--- config.mk ---
export PLATFORM = sky130hd
export DESIGN_NAME = burst_frame_tx
export DESIGN_NICKNAME = d
export VERILOG_FILES = /design/src/rtl/burst_pkg.sv /design/src/rtl/frame_stats.sv /design/src/rtl/burst_frame_tx.sv
export SDC_FILE = /design/constraint.sdc
export NUM_CORES = 1
export LEC_CHECK = 0
export ABC_AREA = 1
export CORE_ASPECT_RATIO = 1.1
export CORE_MARGIN = 10
export CORE_UTILIZATION = 24
export DETAILED_ROUTE_END_ITERATION = 8
export GPL_TIMING_DRIVEN = 0
export MAX_ROUTING_LAYER = met4
export PLACE_DENSITY = 0.36
export REMOVE_ABC_BUFFERS = 1
export SLEW_MARGIN = 25
export SYNTH_ARGS = -nofsm -noshare
export SYNTH_HDL_FRONTEND = slang
export SYNTH_SLANG_ARGS = --single-unit
--- constraint.sdc ---
create_clock -name clk -period 6.2 [get_ports clk]
set_input_delay 0.62 -clock clk [delete_from_list [all_inputs] [get_ports clk]]
set_output_delay 0.62 -clock clk [all_outputs]
set_load 0.05 [all_outputs]
--- src/rtl/burst_pkg.sv ---
// Shared definitions for the burst transmit path and its receiver-side models.
//   DATA_W  : sample width (fixed at 8)
//   SUM_W   : running / trimmed sum width
//   state_e : FILL / SEND / GAP transmit FSM states
//   clog2   : width helper for counters and indices
package burst_pkg;

  localparam int DATA_W = 8;
  localparam int SUM_W  = 16;

  typedef enum logic [1:0] {
    ST_FILL = 2'd0,
    ST_SEND = 2'd1,
    ST_GAP  = 2'd2
  } state_e;

  function automatic int clog2(input int v);
    int r;
    r = 0;
    while ((1 << r) < v) r++;
    return r;
  endfunction

endpackage

--- src/rtl/frame_stats.sv ---
// Running sum / max / min accumulator for one frame of samples.
//   clk, rst_n : clock, async active-low reset
//   clr        : start a new frame (a same-cycle en starts it with din)
//   en         : accumulate din
//   din        : sample
//   trim       : sum - max - min once >=3 samples seen, else 0
module frame_stats
  import burst_pkg::*;
(
  input  logic              clk,
  input  logic              rst_n,
  input  logic              clr,
  input  logic              en,
  input  logic [DATA_W-1:0] din,
  output logic [SUM_W-1:0]  trim
);

  logic [SUM_W-1:0]  sum_q, sum_d, sum_b;
  logic [DATA_W-1:0] max_q, max_d, max_b;
  logic [DATA_W-1:0] min_q, min_d, min_b;
  // sample count saturates at 3; only "fewer than three" matters
  logic [1:0]        n_q, n_d, n_b;

  always_comb begin
    sum_b = clr ? '0 : sum_q;
    max_b = clr ? '0 : max_q;
    min_b = clr ? '1 : min_q;
    n_b   = clr ? '0 : n_q;
    sum_d = sum_b;
    max_d = max_b;
    min_d = min_b;
    n_d   = n_b;
    if (en) begin
      sum_d = sum_b + {{(SUM_W-DATA_W){1'b0}}, din};
      max_d = (din > max_b) ? din : max_b;
      min_d = (din < min_b) ? din : min_b;
      n_d   = (n_b == 2'd3) ? 2'd3 : n_b + 2'd1;
    end
  end

  always_ff @(posedge clk or negedge rst_n) begin
    if (!rst_n) begin
      sum_q <= '0;
      max_q <= '0;
      min_q <= '1;
      n_q   <= '0;
    end else begin
      sum_q <= sum_d;
      max_q <= max_d;
      min_q <= min_d;
      n_q   <= n_d;
    end
  end

  assign trim = (n_q == 2'd3)
              ? sum_q - {{(SUM_W-DATA_W){1'b0}}, max_q} - {{(SUM_W-DATA_W){1'b0}}, min_q}
              : '0;

endmodule

--- src/rtl/burst_frame_tx.sv ---
// Buffers one frame from a ready/valid source, replays it as a contiguous
// tx_vld burst followed by GAP_CYC idle cycles, and reports the frame's
// trimmed sum alongside the final burst beat.
//   s_data/s_valid/s_last/s_ready : upstream sample stream (ready only in FILL)
//   tx_data/tx_vld                : burst to receiver
//   exp_sum/exp_vld               : trimmed sum, strobed with the last beat
//   busy                          : SEND or GAP
//   frame_cnt                     : frames completed (wrapping)
module burst_frame_tx
  import burst_pkg::*;
#(
  parameter int FRAME_LEN = 8,
  parameter int GAP_CYC   = 2
) (
  input  logic                clk,
  input  logic                rst_n,
  input  logic [DATA_W-1:0]   s_data,
  input  logic                s_valid,
  input  logic                s_last,
  output logic                s_ready,
  output logic [DATA_W-1:0]   tx_data,
  output logic                tx_vld,
  output logic [SUM_W-1:0]    exp_sum,
  output logic                exp_vld,
  output logic                busy,
  output logic [15:0]         frame_cnt
);

  localparam int IDX_W = clog2(FRAME_LEN);
  localparam int CNT_W = clog2(FRAME_LEN + 1);
  localparam int GAP_W = clog2(GAP_CYC + 1);
  localparam logic [CNT_W-1:0] LEN_M1   = CNT_W'(FRAME_LEN - 1);
  localparam logic [CNT_W-1:0] ONE      = CNT_W'(1);
  localparam logic [GAP_W-1:0] GAP_LAST = GAP_W'(GAP_CYC - 1);

  state_e                                state_q, state_d;
  logic [CNT_W-1:0]                      cnt_q, cnt_d;
  logic [CNT_W-1:0]                      n_q, n_d;
  logic [CNT_W-1:0]                      idx_q, idx_d, nxt_idx;
  logic [GAP_W-1:0]                      gap_q, gap_d;
  logic [FRAME_LEN-1:0][DATA_W-1:0]      buf_q, buf_d;
  logic [DATA_W-1:0]                     tx_data_q, tx_data_d;
  logic                                  tx_vld_q, tx_vld_d;
  logic [SUM_W-1:0]                      exp_sum_q, exp_sum_d;
  logic                                  exp_vld_q, exp_vld_d;
  logic                                  busy_q, busy_d;
  logic [15:0]                           frame_cnt_q, frame_cnt_d;
  logic                                  acc, close, st_clr;
  logic [SUM_W-1:0]                      trim;

  assign s_ready = (state_q == ST_FILL);
  assign acc     = s_valid & s_ready;
  assign close   = acc & (s_last | (cnt_q == LEN_M1));
  assign nxt_idx = idx_q + ONE;

  frame_stats u_stats (
    .clk   (clk),
    .rst_n (rst_n),
    .clr   (st_clr),
    .en    (acc),
    .din   (s_data),
    .trim  (trim)
  );

  always_comb begin
    state_d     = state_q;
    cnt_d       = cnt_q;
    n_d         = n_q;
    idx_d       = idx_q;
    gap_d       = gap_q;
    buf_d       = buf_q;
    tx_data_d   = '0;
    tx_vld_d    = 1'b0;
    exp_sum_d   = exp_sum_q;
    exp_vld_d   = 1'b0;
    frame_cnt_d = frame_cnt_q;
    st_clr      = 1'b0;
    case (state_q)
      ST_FILL: begin
        if (acc) begin
          buf_d[cnt_q[IDX_W-1:0]] = s_data;
          cnt_d = cnt_q + ONE;
          if (close) begin
            // beat 0 is launched on the closing edge so the burst starts
            // in the first SEND cycle; a 1-sample frame bypasses the buffer
            state_d   = ST_SEND;
            n_d       = cnt_q + ONE;
            idx_d     = '0;
            tx_vld_d  = 1'b1;
            tx_data_d = (cnt_q == '0) ? s_data : buf_q[0];
            if (cnt_q == '0) begin
              exp_vld_d = 1'b1;
              exp_sum_d = '0;
            end
          end
        end
      end
      ST_SEND: begin
        // idx_q is the beat currently on tx_data; load the next one
        if (nxt_idx < n_q) begin
          tx_vld_d  = 1'b1;
          tx_data_d = buf_q[nxt_idx[IDX_W-1:0]];
          idx_d     = nxt_idx;
          if (nxt_idx == n_q - ONE) begin
            exp_vld_d = 1'b1;
            exp_sum_d = trim;
          end
        end else begin
          state_d     = ST_GAP;
          gap_d       = '0;
          frame_cnt_d = frame_cnt_q + 16'd1;
        end
      end
      ST_GAP: begin
        if (gap_q == GAP_LAST) begin
          state_d = ST_FILL;
          cnt_d   = '0;
          st_clr  = 1'b1;
        end else begin
          gap_d = gap_q + GAP_W'(1);
        end
      end
      default: state_d = ST_FILL;
    endcase
    busy_d = (state_d != ST_FILL);
  end

  always_ff @(posedge clk or negedge rst_n) begin
    if (!rst_n) begin
      state_q     <= ST_FILL;
      cnt_q       <= '0;
      n_q         <= '0;
      idx_q       <= '0;
      gap_q       <= '0;
      tx_data_q   <= '0;
      tx_vld_q    <= 1'b0;
      exp_sum_q   <= '0;
      exp_vld_q   <= 1'b0;
      busy_q      <= 1'b0;
      frame_cnt_q <= '0;
    end else begin
      state_q     <= state_d;
      cnt_q       <= cnt_d;
      n_q         <= n_d;
      idx_q       <= idx_d;
      gap_q       <= gap_d;
      tx_data_q   <= tx_data_d;
      tx_vld_q    <= tx_vld_d;
      exp_sum_q   <= exp_sum_d;
      exp_vld_q   <= exp_vld_d;
      busy_q      <= busy_d;
      frame_cnt_q <= frame_cnt_d;
    end
  end

  // sample storage needs no reset
  always_ff @(posedge clk) buf_q <= buf_d;

  assign tx_data   = tx_data_q;
  assign tx_vld    = tx_vld_q;
  assign exp_sum   = exp_sum_q;
  assign exp_vld   = exp_vld_q;
  assign busy      = busy_q;
  assign frame_cnt = frame_cnt_q;

endmodule

# Word-level counts from Yosys, hierarchy flattened
# Index checks and enable logic that the tools add are counted.
# word_totals
out_inout_bits,44
in_bits,12
elab_cells,126
regBits,157
# classes
n_bitwise,4
n_lt_le_gt_ge,6
n_reduce_logical,14
eq_ne,15
addsub,9
muxes,55
# ops
cell,count
$mux W16,8
$mux W8,12
$bwmux W64,1
$pmux W16 S2,1
$sub A16 B8 Y16,2
$bmux W8 S3,1
$demux W8 S3,1
$mux W4,5
$mux W2,9
$add A16 B1 Y16 const B,1
$add A16 B8 Y16,1
$pmux W4 S2,2
$pmux W8 S2,1
$mux W1,10
$ne A2 B2 Y1 const B,5
$reduce_and A3 Y1,3
$add A4 B1 Y4 const B,2
$gt A8 B8 Y1,1
$lt A3 B4 Y1 const B,2
$lt A8 B8 Y1,1
$reduce_bool A2 Y1,4
$eq A2 B2 Y1 const B,3
$ne A2 B1 Y1 const B,3
$pmux W2 S3,1
18 further kinds,23

# Logic depth before layout (Yosys ltp)
# Gate-level depths: netlist of the first run.
# logic_depth
word_depth,7
ltp_mapped,18
mapped_depth_nobuf,16

# Cells and area by module
# A second synthesis of the first run with hierarchy kept.
# hier_totals
cells_unflattened,1114
hier_area_um2,9181.3
# modules_own_cells
mod,instances,area_per_inst_um2,cells_each,seq_area_each_um2
burst_frame_tx,1,5715.5,596,3398.3
frame_stats,1,3465.8,518,860.8

# Worst setup path after synthesis of the first run
# No wires, ideal clock.
# synth_path
kind,flip-flop to flip-flop
from,register gap_q[1]
to,register u_stats.sum_q[6]
n_path_buf,2
stages_incl_launch_ff,17
period_less_slack_ps,2488
required_ps,6065
arrival_time_ps,2352
path_slack_ps,3712
setup_ps,135
path_cell_list,dfrtp_1 > inv_1 > ha_1 > nand3_1 > buf_2 > buf_1 > nand2_1 > inv_1 > ha_1 > fa_1 > nand3_1 > nand3_1 > nand2_1 > nand2_1 > a21oi_1 > xor2_1 > o21ai_0
# synth_between
elab_chain_cells,6
# synth_rtl
element,line,rtl
from (decl),burst_frame_tx.sv:40,"logic [GAP_W-1:0] gap_q, gap_d;"
from (signal assigned),burst_frame_tx.sv:146,gap_q <= gap_d;
$eq A2 B1 Y1 *,burst_frame_tx.sv:115,if (gap_q == GAP_LAST) begin
$mux W1 *,burst_frame_tx.sv:115,
$mux W1 *,burst_frame_tx.sv:78,case (state_q)
$mux W16 *,frame_stats.sv:25,sum_b = clr ? '0 : sum_q;
$add A16 B8 Y16,frame_stats.sv:34,"sum_d = sum_b + {{(SUM_W-DATA_W){1'b0}}, din};"
$mux W16 *,frame_stats.sv:33,if (en) begin
via u_stats.sum_d[6],frame_stats.sv:18,"logic [SUM_W-1:0] sum_q, sum_d, sum_b;"
to (signal assigned),frame_stats.sv:48,sum_q <= sum_d;
to (decl),frame_stats.sv:18,
# Mark *: on every way through the listed nets, which the timed path passes. The rest lies on a longest branch.
# A chain may end at the register's enable or synchronous reset.

# Worst setup path after layout of the first run
# layout_path
from,register idx_q[0]
to,"register exp_sum_q[0], in the netlist exp_sum[0]"
# layout_between
elab_chain_cells,4
elab_cells_between_ends,6
classes_between,add/sub (1); order compare (1); eq/ne (3); reduce/logical (1)
# layout_rtl
element,line,rtl
from (decl),burst_frame_tx.sv:39,"logic [CNT_W-1:0] idx_q, idx_d, nxt_idx;"
from (signal assigned),burst_frame_tx.sv:145,idx_q <= idx_d;
$add A4 B1 Y4 *,burst_frame_tx.sv:54,assign nxt_idx = idx_q + ONE;
$lt A4 B4 Y1 / $eq A4 B4 Y1 (equally long branches),"burst_frame_tx.sv:100, burst_frame_tx.sv:104",
$ne A2 B2 Y1 (no line),n/a,
$reduce_and A6 Y1 (no line) *,n/a,
to (signal assigned),burst_frame_tx.sv:149,exp_sum_q <= exp_sum_d;
to (decl),burst_frame_tx.sv:44,"logic [SUM_W-1:0] exp_sum_q, exp_sum_d;"
# Every way passes the cells marked *; elsewhere a longest branch is shown, timed or not.

==> impl_results.rst, run 1 <==
.. list-table::
   :header-rows: 1

   * - Metric
     - Value
   * - Clock buffers created by TritonCTS
     - 17
   * - Average wire per standard cell
     - 15.8 um
   * - Yosys top cell by area
     - sky130_fd_sc_hd__dfrtp_1
   * - Launch point of the worst reg-to-reg path
     - idx_q[0]
   * - Maximum level of the CTS H-tree
     - 4
   * - Crit-path slowest cell
     - sky130_fd_sc_hd__dfrtp_2
   * - Count of inserted antenna diode cells
     - 0
   * - Kind of cell adding the most delay to the critical path
     - simple AND/OR/NAND/NOR gates
   * - Placeable core region
     - 34,400 um^2
   * - Total Neg Setup Slack
     - 0 ns
   * - Register-to-Register Path Depth
     - 10
   * - Total detailed-routing wirelength
     - 22,600 um
   * - Max-capacitance violation count
     - 0
   * - Clock-pin slew on the worst setup and hold paths
     - 0.07 ns
   * - Leak pwr
     - 4.48 nW
   * - Area share of the largest cell type after synthesis
     - 0.254
   * - Number of placement rows
     - 71
   * - Async S/R FF share, synth
     - 0.592
   * - Post-route design area
     - about 10,000 um^2
   * - Internal reg-to-reg setup slack
     - 2.19 ns
   * - Clock sinks
     - between 150 and 200
   * - Total standard cell area after synthesis
     - 8390 um^2
   * - Number of buffers inserted for hold repair after clock tree synthesis
     - 0
   * - Total placed instance area
     - 9440 um^2
   * - Unique masters post-synth
     - 42
   * - Net count, final
     - 1,040
   * - Pins Over Slew Limit
     - 0
   * - Total half-perimeter wirelength after legalization and detailed placement
     - 15,700 um
   * - Setup violation total in the final timing report
     - 0
   * - Total gr overflow
     - 0
   * - Vias in the first global route
     - 6,237
   * - Flip-flop and latch count after synthesis
     - 157
   * - Number of placed I/O pins
     - between 50 and 60
   * - Post-route DRC violation count
     - 0
   * - Crit path kind
     - reg2reg
   * - Die X
     - around 200 um
   * - Final cycle utilization of the critical path
     - 0.648
   * - Die extent in y
     - 216 um
   * - Fmax
     - ~250 MHz
   * - Via density
     - 4.29
   * - Switching part of the total
     - 0.472
   * - Largest buffer count on any clock path
     - 2
   * - Minimum period implied by the final worst setup slack
     - 4.01 ns
   * - Data arrival time at the worst-slack endpoint
     - 4.36 ns
   * - Post-CTS setup-driven buffer insertion count
     - 0
   * - Hold WC Path Type
     - in2async
   * - Synthesis Warnings
     - 0
   * - Post-synth top cells
     - sky130_fd_sc_hd__nand2_1 (230), sky130_fd_sc_hd__inv_1 (111), sky130_fd_sc_hd__dfrtp_1 (85), sky130_fd_sc_hd__nor2_1 (84), sky130_fd_sc_hd__nand3_1 (71)
   * - Final weighted congestion in routability-driven placement
     - 0.773
   * - Post-layout util
     - 0.291
   * - Number of gates given a new drive strength after cts
     - 0
   * - Worst IR drop on VDD
     - 0.000232 V
   * - RSZ-0062 raised after global routing
     - false
   * - Buffers added on ports
     - 55
   * - Total power density per cell area
     - 571 nW/um^2
   * - Number of flops mapped to enable cells by yosys
     - 64
   * - Largest net degree at the start of global routing
     - a little under 60
   * - Worst-case headroom to the max-slew limit
     - 0.359
   * - Clock Skew
     - 0.0105 ns
   * - Initial antenna violation count
     - 0
   * - Average footprint of a synthesized cell
     - slightly above 9 um^2
   * - Primary FF master, synth
     - sky130_fd_sc_hd__dfrtp_1
   * - Layout area overhead
     - 19.3%
   * - Final hold vios
     - 0
   * - Type of element launching the critical path
     - flop
   * - Clk Tree Root Cell
     - sky130_fd_sc_hd__clkbuf_16
   * - Fraction of the yosys area taken by sequential cells
     - 0.508
   * - Final Total Pwr
     - 0.00571 W
   * - Max stage delay on crit path
     - 0.89 ns
   * - First-pass GRT wire length
     - 36,400 um
   * - Crit path cell chain
     - ha_2 > xor2_2 > ha_1 > nand2_1 > o21ai_2 > nor2_2 > nand3_4 > nand2_4 > nand2_2 > o21ai_0
   * - Post-synthesis cell count
     - 924
   * - Number of filler cells placed in the layout
     - 3,651
   * - Effective utilization at floorplan
     - 0.244
   * - Worst reg2reg endpoint
     - exp_sum[0]
   * - Crit path required time
     - 6.54 ns
   * - Global routing usage summed across all routing layers
     - 0.113
   * - Critical Path End Type
     - flop
   * - Switching power of the nets
     - 0.00270 W
   * - DIE AREA
     - 42,800 um^2
   * - Proportion of power drawn by the clock network
     - 0.179
   * - Most frequent cell after synthesis
     - sky130_fd_sc_hd__nand2_1
   * - Cell internal power dissipation
     - 0.00302 W
   * - Combinational share of power
     - 0.545
   * - Count of TritonRoute iterations in the first routing pass
     - 4
   * - Fraction of power consumed by sequential logic
     - 0.276
   * - Worst-margin pin slew
     - 0.958 ns
   * - Top area cells in the synthesized netlist
     - sky130_fd_sc_hd__dfrtp_1 (25%), sky130_fd_sc_hd__edfxtp_1 (23%), sky130_fd_sc_hd__nand2_1 (10%), sky130_fd_sc_hd__ha_1 (6.6%), sky130_fd_sc_hd__inv_1 (5.0%)
   * - Peak fanout along the critical path
     - 36
   * - Remaining antenna violation count
     - 0
   * - Clock Latency Late Sink
     - approximately 0.43 ns
   * - Number of buffers and inverters on the critical path
     - 0
   * - Run status
     - completed
   * - Vias
     - approximately 6,000
   * - Initial DRC count
     - 230
   * - CTS tree
     - built
   * - Fraction of layout cells with a size suffix above 1
     - 0.0789
kinds of logic (layout without fill, tap and decap cells):
group	Yosys count	after routing	synth area share
flip-flops	157	157	0.508
XOR/XNOR	42	42	0.0439
AND/OR/NAND/NOR	415	415	0.209
adder cells (fa/ha/maj)	53	53	0.0871
multiplexers	3	3	0.00358
AO/OA/AOI/OAI	113	113	0.0827
buffers and inverters	141	205	0.0657
worst reg2reg max path: stages (launching register included):
cell and delay (ns):
sky130_fd_sc_hd__dfrtp_2 0.89, sky130_fd_sc_hd__ha_2 0.34, sky130_fd_sc_hd__xor2_2 0.56, sky130_fd_sc_hd__ha_1 0.36
sky130_fd_sc_hd__nand2_1 0.08, sky130_fd_sc_hd__o21ai_2 0.08, sky130_fd_sc_hd__nor2_2 0.55, sky130_fd_sc_hd__nand3_4 0.36
sky130_fd_sc_hd__nand2_4 0.23, sky130_fd_sc_hd__nand2_2 0.26, sky130_fd_sc_hd__o21ai_0 0.23
cells in the final DEF (no fill, tap or decap), types with 17 or more instances in the layout:
| cell | instances |
|---|---|
| sky130_fd_sc_hd__a21oi_1 | 23 |
| sky130_fd_sc_hd__clkdlybuf4s50_1 | 54 |
| sky130_fd_sc_hd__xor2_1 | 22 |
| sky130_fd_sc_hd__ha_1 | 43 |
| sky130_fd_sc_hd__xnor2_1 | 19 |
| sky130_fd_sc_hd__nand3_1 | 70 |
| sky130_fd_sc_hd__o21ai_0 | 55 |
| sky130_fd_sc_hd__inv_1 | 110 |
| sky130_fd_sc_hd__clkbuf_16 | 17 |
| sky130_fd_sc_hd__nor2_1 | 81 |
| sky130_fd_sc_hd__nand2_1 | 230 |
| sky130_fd_sc_hd__dfrtp_1 | 84 |
| sky130_fd_sc_hd__edfxtp_1 | 64 |
per-layer routing:
layer	share of wire	global-route usage	vias to the layer above
met5	0	-	-
li1	-	-	3117
met4	0.0085	0.0277	0
met3	0.018	0.0209	11
met2	0.49	0.182	56
met1	0.48	0.144	2929
per-stage QoR:
stage               hold WS (ns)  setup slack, ns  cells
floorplan                  0.324             2.75    898
global placement           0.490            0.174   1391
detailed placement         0.494             2.10   1394
CTS                        0.203             2.08   1426
global route               0.196             1.79   1426
finish                     0.165             2.19   1426
power groups by stage:
stage | registers [W] | logic, W | clock network, W
2_1_floorplan | 0.00177 | 0.00206 | 0
3_3_place_gp | 0.00160 | 0.00318 | 0
3_5_place_dp | 0.00160 | 0.00318 | 0
4_1_cts | 0.00158 | 0.00320 | 0.00105
5_1_grt | 0.00162 | 0.00358 | 0.00110
6_report | 0.00158 | 0.00311 | 0.00103
area by class of cell:
cell class	instances	area, um^2	share of cell area
Inverter	115	432	0.0432
Clock inverter	13	116	0.0116
Tap cell	438	548	0.0548
Timing Repair Buffer	58	599	0.0599
Clock buffer	19	443	0.0443
Multi-Input combinational cell	626	3600	0.360
Sequential cell	157	4260	0.426
worst max-delay path by stage:
stage / startpoint / to / slack (ns) / depth (start not counted)
CTS: idx_q[0] / exp_sum[0] / 2.08 / 11
global route: idx_q[0] / exp_sum[0] / 1.79 / 11
floorplan: idx_q[0] / exp_sum[0] / 2.75 / 11
global placement: rst_n / tx_data[6] / 0.17 / 1
finish: idx_q[0] / exp_sum[0] / 2.19 / 10
detailed placement: idx_q[0] / exp_sum[0] / 2.10 / 11
state kept, by name (all words and copies together), names as in the netlist:
register,cells
u_stats.min_q,8
tx_data,8
gap_q,2
u_stats.sum_q,16
exp_vld,1
u_stats.max_q,8
idx_q,4
u_stats.n_q,2
state_q,2
busy,1
n_q,4
buf_q,64
cnt_q,4
frame_cnt,16
tx_vld,1
exp_sum,16
(Power assumes the default switching activity.)
==> inputs of run 2 (changes only) <==
--- a/config.mk
+++ b/config.mk
@@ -12,7 +12,7 @@
 export DETAILED_ROUTE_END_ITERATION = 8
 export GPL_TIMING_DRIVEN = 0
 export MAX_ROUTING_LAYER = met4
-export PLACE_DENSITY = 0.36
+export PLACE_DENSITY = 0.38
 export REMOVE_ABC_BUFFERS = 1
 export SLEW_MARGIN = 25
 export SYNTH_ARGS = -nofsm -noshare
==> constraint.sdc (replaced) <==
create_clock -name clk -period 3.65 [get_ports clk]
set_input_delay 0.365 -clock clk [delete_from_list [all_inputs] [get_ports clk]]
set_output_delay 0.365 -clock clk [all_outputs]
set_load 0.05 [all_outputs]
==> impl_results.rst, run 2 (synthesis gave the netlist of run 1 again) <==
.. list-table::
   :header-rows: 1

   * - Metric
     - Value
   * - Total power density per cell area
     - 976 nW/um^2 (+71%)
   * - Pins Over Slew Limit
     - 0 (unchanged)
   * - Maximum level of the CTS H-tree
     - 4 (unchanged)
   * - Critical Path End Type
     - flop
   * - Cell internal power dissipation
     - 0.00520 W (+72%)
   * - Clk Tree Root Cell
     - sky130_fd_sc_hd__clkbuf_16
   * - Total detailed-routing wirelength
     - 22,900 um (+1.3%)
   * - Fmax
     - 303 MHz (+22%)
   * - Combinational share of power
     - 0.546 (about the same)
   * - Final worst hold slack
     - 0.445 ns (+0.280 ns)
   * - Layout area overhead
     - 20.2%
   * - Die extent in y
     - 216 um (unchanged)
   * - Number of buffers and inverters on the critical path
     - 0 (unchanged)
   * - Peak fanout along the critical path
     - 17 (-53%)
   * - Data arrival time at the worst-slack endpoint
     - 3.66 ns (-0.70 ns)
   * - Crit path kind
     - reg2reg
   * - Largest Register
     - buf_q
   * - Total Neg Setup Slack
     - 0 ns (unchanged)
   * - Count of inserted antenna diode cells
     - 0 (unchanged)
   * - First-pass GRT wire length
     - 36,800 um (+1.2%)
   * - Clock sinks
     - 157 (unchanged)
   * - Initial DRC count
     - 335 (+46%)
   * - Die X
     - 198 um (unchanged)
   * - Initial antenna violation count
     - 0 (unchanged)
   * - Met3 Use GR
     - 0.0227 (+0.00187)
   * - Crit path cell chain
     - ha_4 > xor2_2 > ha_1 > nand2_1 > o21ai_2 > nor2_4 > nand3_4 > nand2_4 > nand2_2 > o21ai_0
   * - Average wire per standard cell
     - 16.0 um (+1.1%)
   * - Total half-perimeter wirelength after legalization and detailed placement
     - 15,700 um (about the same)
   * - Clock buffers created by TritonCTS
     - 17 (unchanged)
   * - Run status
     - completed
   * - Vias
     - 6,172 (+0.97%)
   * - Met2 global-route usage
     - 0.185 (+0.00376)
   * - Number of placed I/O pins
     - 56 (unchanged)
   * - Crit-path slowest cell
     - sky130_fd_sc_hd__xor2_2
   * - Clock Latency Late Sink
     - 0.45 ns (+0.02 ns)
   * - Kind of cell adding the most delay to the critical path
     - simple AND/OR/NAND/NOR gates
   * - Final weighted congestion in routability-driven placement
     - 0.784 (+1.4%)
   * - Clock Skew
     - 0.0150 ns (+0.00457 ns)
   * - Worst-case headroom to the max-slew limit
     - 0.321 (-0.0376)
   * - Post-route DRC violation count
     - 0 (unchanged)
   * - DIE AREA
     - 42,800 um^2 (unchanged)
   * - Hold WC Path Type
     - in2async
   * - Worst-margin pin slew
     - 1.01 ns (+0.0562 ns)
   * - Setup violation total in the final timing report
     - 0 (unchanged)
   * - CTS tree
     - built
   * - Leak pwr
     - 4.52 nW (+0.83%)
   * - Final hold vios
     - 0 (unchanged)
   * - Buffers added on ports
     - 55 (unchanged)
   * - Number of placement rows
     - 71 (unchanged)
   * - Final cycle utilization of the critical path
     - 0.903 (+0.256)
   * - Number of filler cells placed in the layout
     - 3,581 (-1.9%)
   * - Leading cell type in the layout, fill and taps excluded
     - sky130_fd_sc_hd__nand2_1
   * - Switching power of the nets
     - 0.00464 W (+72%)
   * - Count of TritonRoute iterations in the first routing pass
     - 4 (unchanged)
   * - Most frequent cells in the layout
     - sky130_fd_sc_hd__nand2_1 (230), sky130_fd_sc_hd__inv_1 (110), sky130_fd_sc_hd__dfrtp_1 (84), sky130_fd_sc_hd__nor2_1 (81), sky130_fd_sc_hd__nand3_1 (70)
   * - Largest buffer count on any clock path
     - 2 (unchanged)
   * - Largest net degree at the start of global routing
     - 49 (-17%)
   * - Remaining antenna violation count
     - 0 (unchanged)
   * - Max stage delay on crit path
     - 0.57 ns (-0.32 ns)
   * - Switching part of the total
     - 0.472 (about the same)
   * - Type of element launching the critical path
     - flop
   * - Via density
     - 4.32 (+0.82%)
   * - Max-capacitance violation count
     - 0 (unchanged)
   * - Total placed instance area
     - 9470 um^2 (+0.32%)
   * - Grt met1 use
     - 0.143 (-0.00127)
   * - Post-route design area
     - 10,100 um^2 (+0.81%)
   * - Total gr overflow
     - 0 (unchanged)
   * - Global routing usage summed across all routing layers
     - 0.115 (+0.00145)
   * - Fraction of layout cells with a size suffix above 1
     - 0.0818 (+0.00287)
   * - Effective utilization at floorplan
     - 0.244 (unchanged)
   * - Vias in the first global route
     - 6,433 (+3.1%)
   * - Placeable core region
     - 34,400 um^2 (unchanged)
   * - Layer with the highest usage
     - met2
   * - RSZ-0062 raised after global routing
     - false
   * - Minimum period implied by the final worst setup slack
     - 3.30 ns (-0.717 ns)
   * - Worst IR drop on VDD
     - 0.000424 V (+83%)
   * - Post-layout util
     - 0.293 (+0.00237)
   * - Crit path required time
     - 4.01 ns (-2.53 ns)
   * - Net count, final
     - 1,042 (+0.19%)
   * - Proportion of power drawn by the clock network
     - 0.186 (+0.007)
   * - Clock-pin slew on the worst setup and hold paths
     - 0.08 ns (about the same)
   * - Fraction of power consumed by sequential logic
     - 0.268 (-0.008)
   * - Flip-flop count of the largest register, all copies and words added
     - 64 (unchanged)
[run 2: path summary, 6_finish.rpt]
check                      startpoint          endpoint  slack (ns)  depth (start not counted)
min                             rst_n            n_q[1]        0.45                          2
max reg2reg                  idx_q[0]        exp_sum[0]        0.35                         10
min in group clk             gap_q[0]          gap_q[0]        0.50                          1
max                          idx_q[0]        exp_sum[0]        0.35                         10
min reg2reg                  gap_q[0]          gap_q[0]        0.50                          1
max in group asynchronous       rst_n  u_stats.min_q[1]        2.50                          3
[run 2: layout make-up]
type | instances | area [um^2] | area share
flip-flops and latches | 157 | 4260 | 0.423
multi-input cells | 626 | 3620 | 0.359
well taps | 438 | 548 | 0.0543
inverters | 115 | 432 | 0.0428
repair buffers | 60 | 637 | 0.0632
clock buffers | 18 | 439 | 0.0436
clock inverters | 14 | 149 | 0.0148
[run 2: what timing repair did]
item                                    in CTS  in global routing
resized for setup                            1                  1
pin swaps                                    0                  0
endpoints found under the hold margin       47                  0
hold buffers                                 1                  0
buffers inserted                             0                  0
endpoints found under the setup margin      11                 11
[run 2: per-layer routing]
layer  share of wire  vias to the layer above
met4           0.011                        0
met3           0.028                       12
li1                -                     3128
met2            0.49                       70
met5               0                        -
met1            0.47                     2962
[run 2: metrics by stage]
step / power [W] / setup slack, ns / std cells
2_1_floorplan: 0.00650 / 0.204 / 898
3_3_place_gp: 0.00807 / -2.01 / 1391
3_5_place_dp: 0.00813 / -0.0929 / 1395
4_1_cts: 0.0100 / 0.0461 / 1428
5_1_grt: 0.0108 / 0.0702 / 1428
6_report: 0.00984 / 0.352 / 1428
[run 2: power by group through the flow]
| stage | sequential, W | combinational, W | clock, W |
|---|---|---|---|
| 2_1_floorplan | 0.00301 | 0.00349 | 0 |
| 3_3_place_gp | 0.00272 | 0.00535 | 0 |
| 3_5_place_dp | 0.00267 | 0.00545 | 0 |
| 4_1_cts | 0.00265 | 0.00550 | 0.00188 |
| 5_1_grt | 0.00270 | 0.00615 | 0.00195 |
| 6_report | 0.00264 | 0.00537 | 0.00183 |
[run 2: worst reg2reg max path, delay by kind of cell, from the launching register on]
kind | cells | cell delay [ns]
XOR/XNOR | 1 | 0.57
AO/OA/AOI/OAI | 2 | 0.32
AND/OR/NAND/NOR | 5 | 1.25
adder cells (fa/ha/maj) | 2 | 0.57
flip-flops | 1 | 0.52
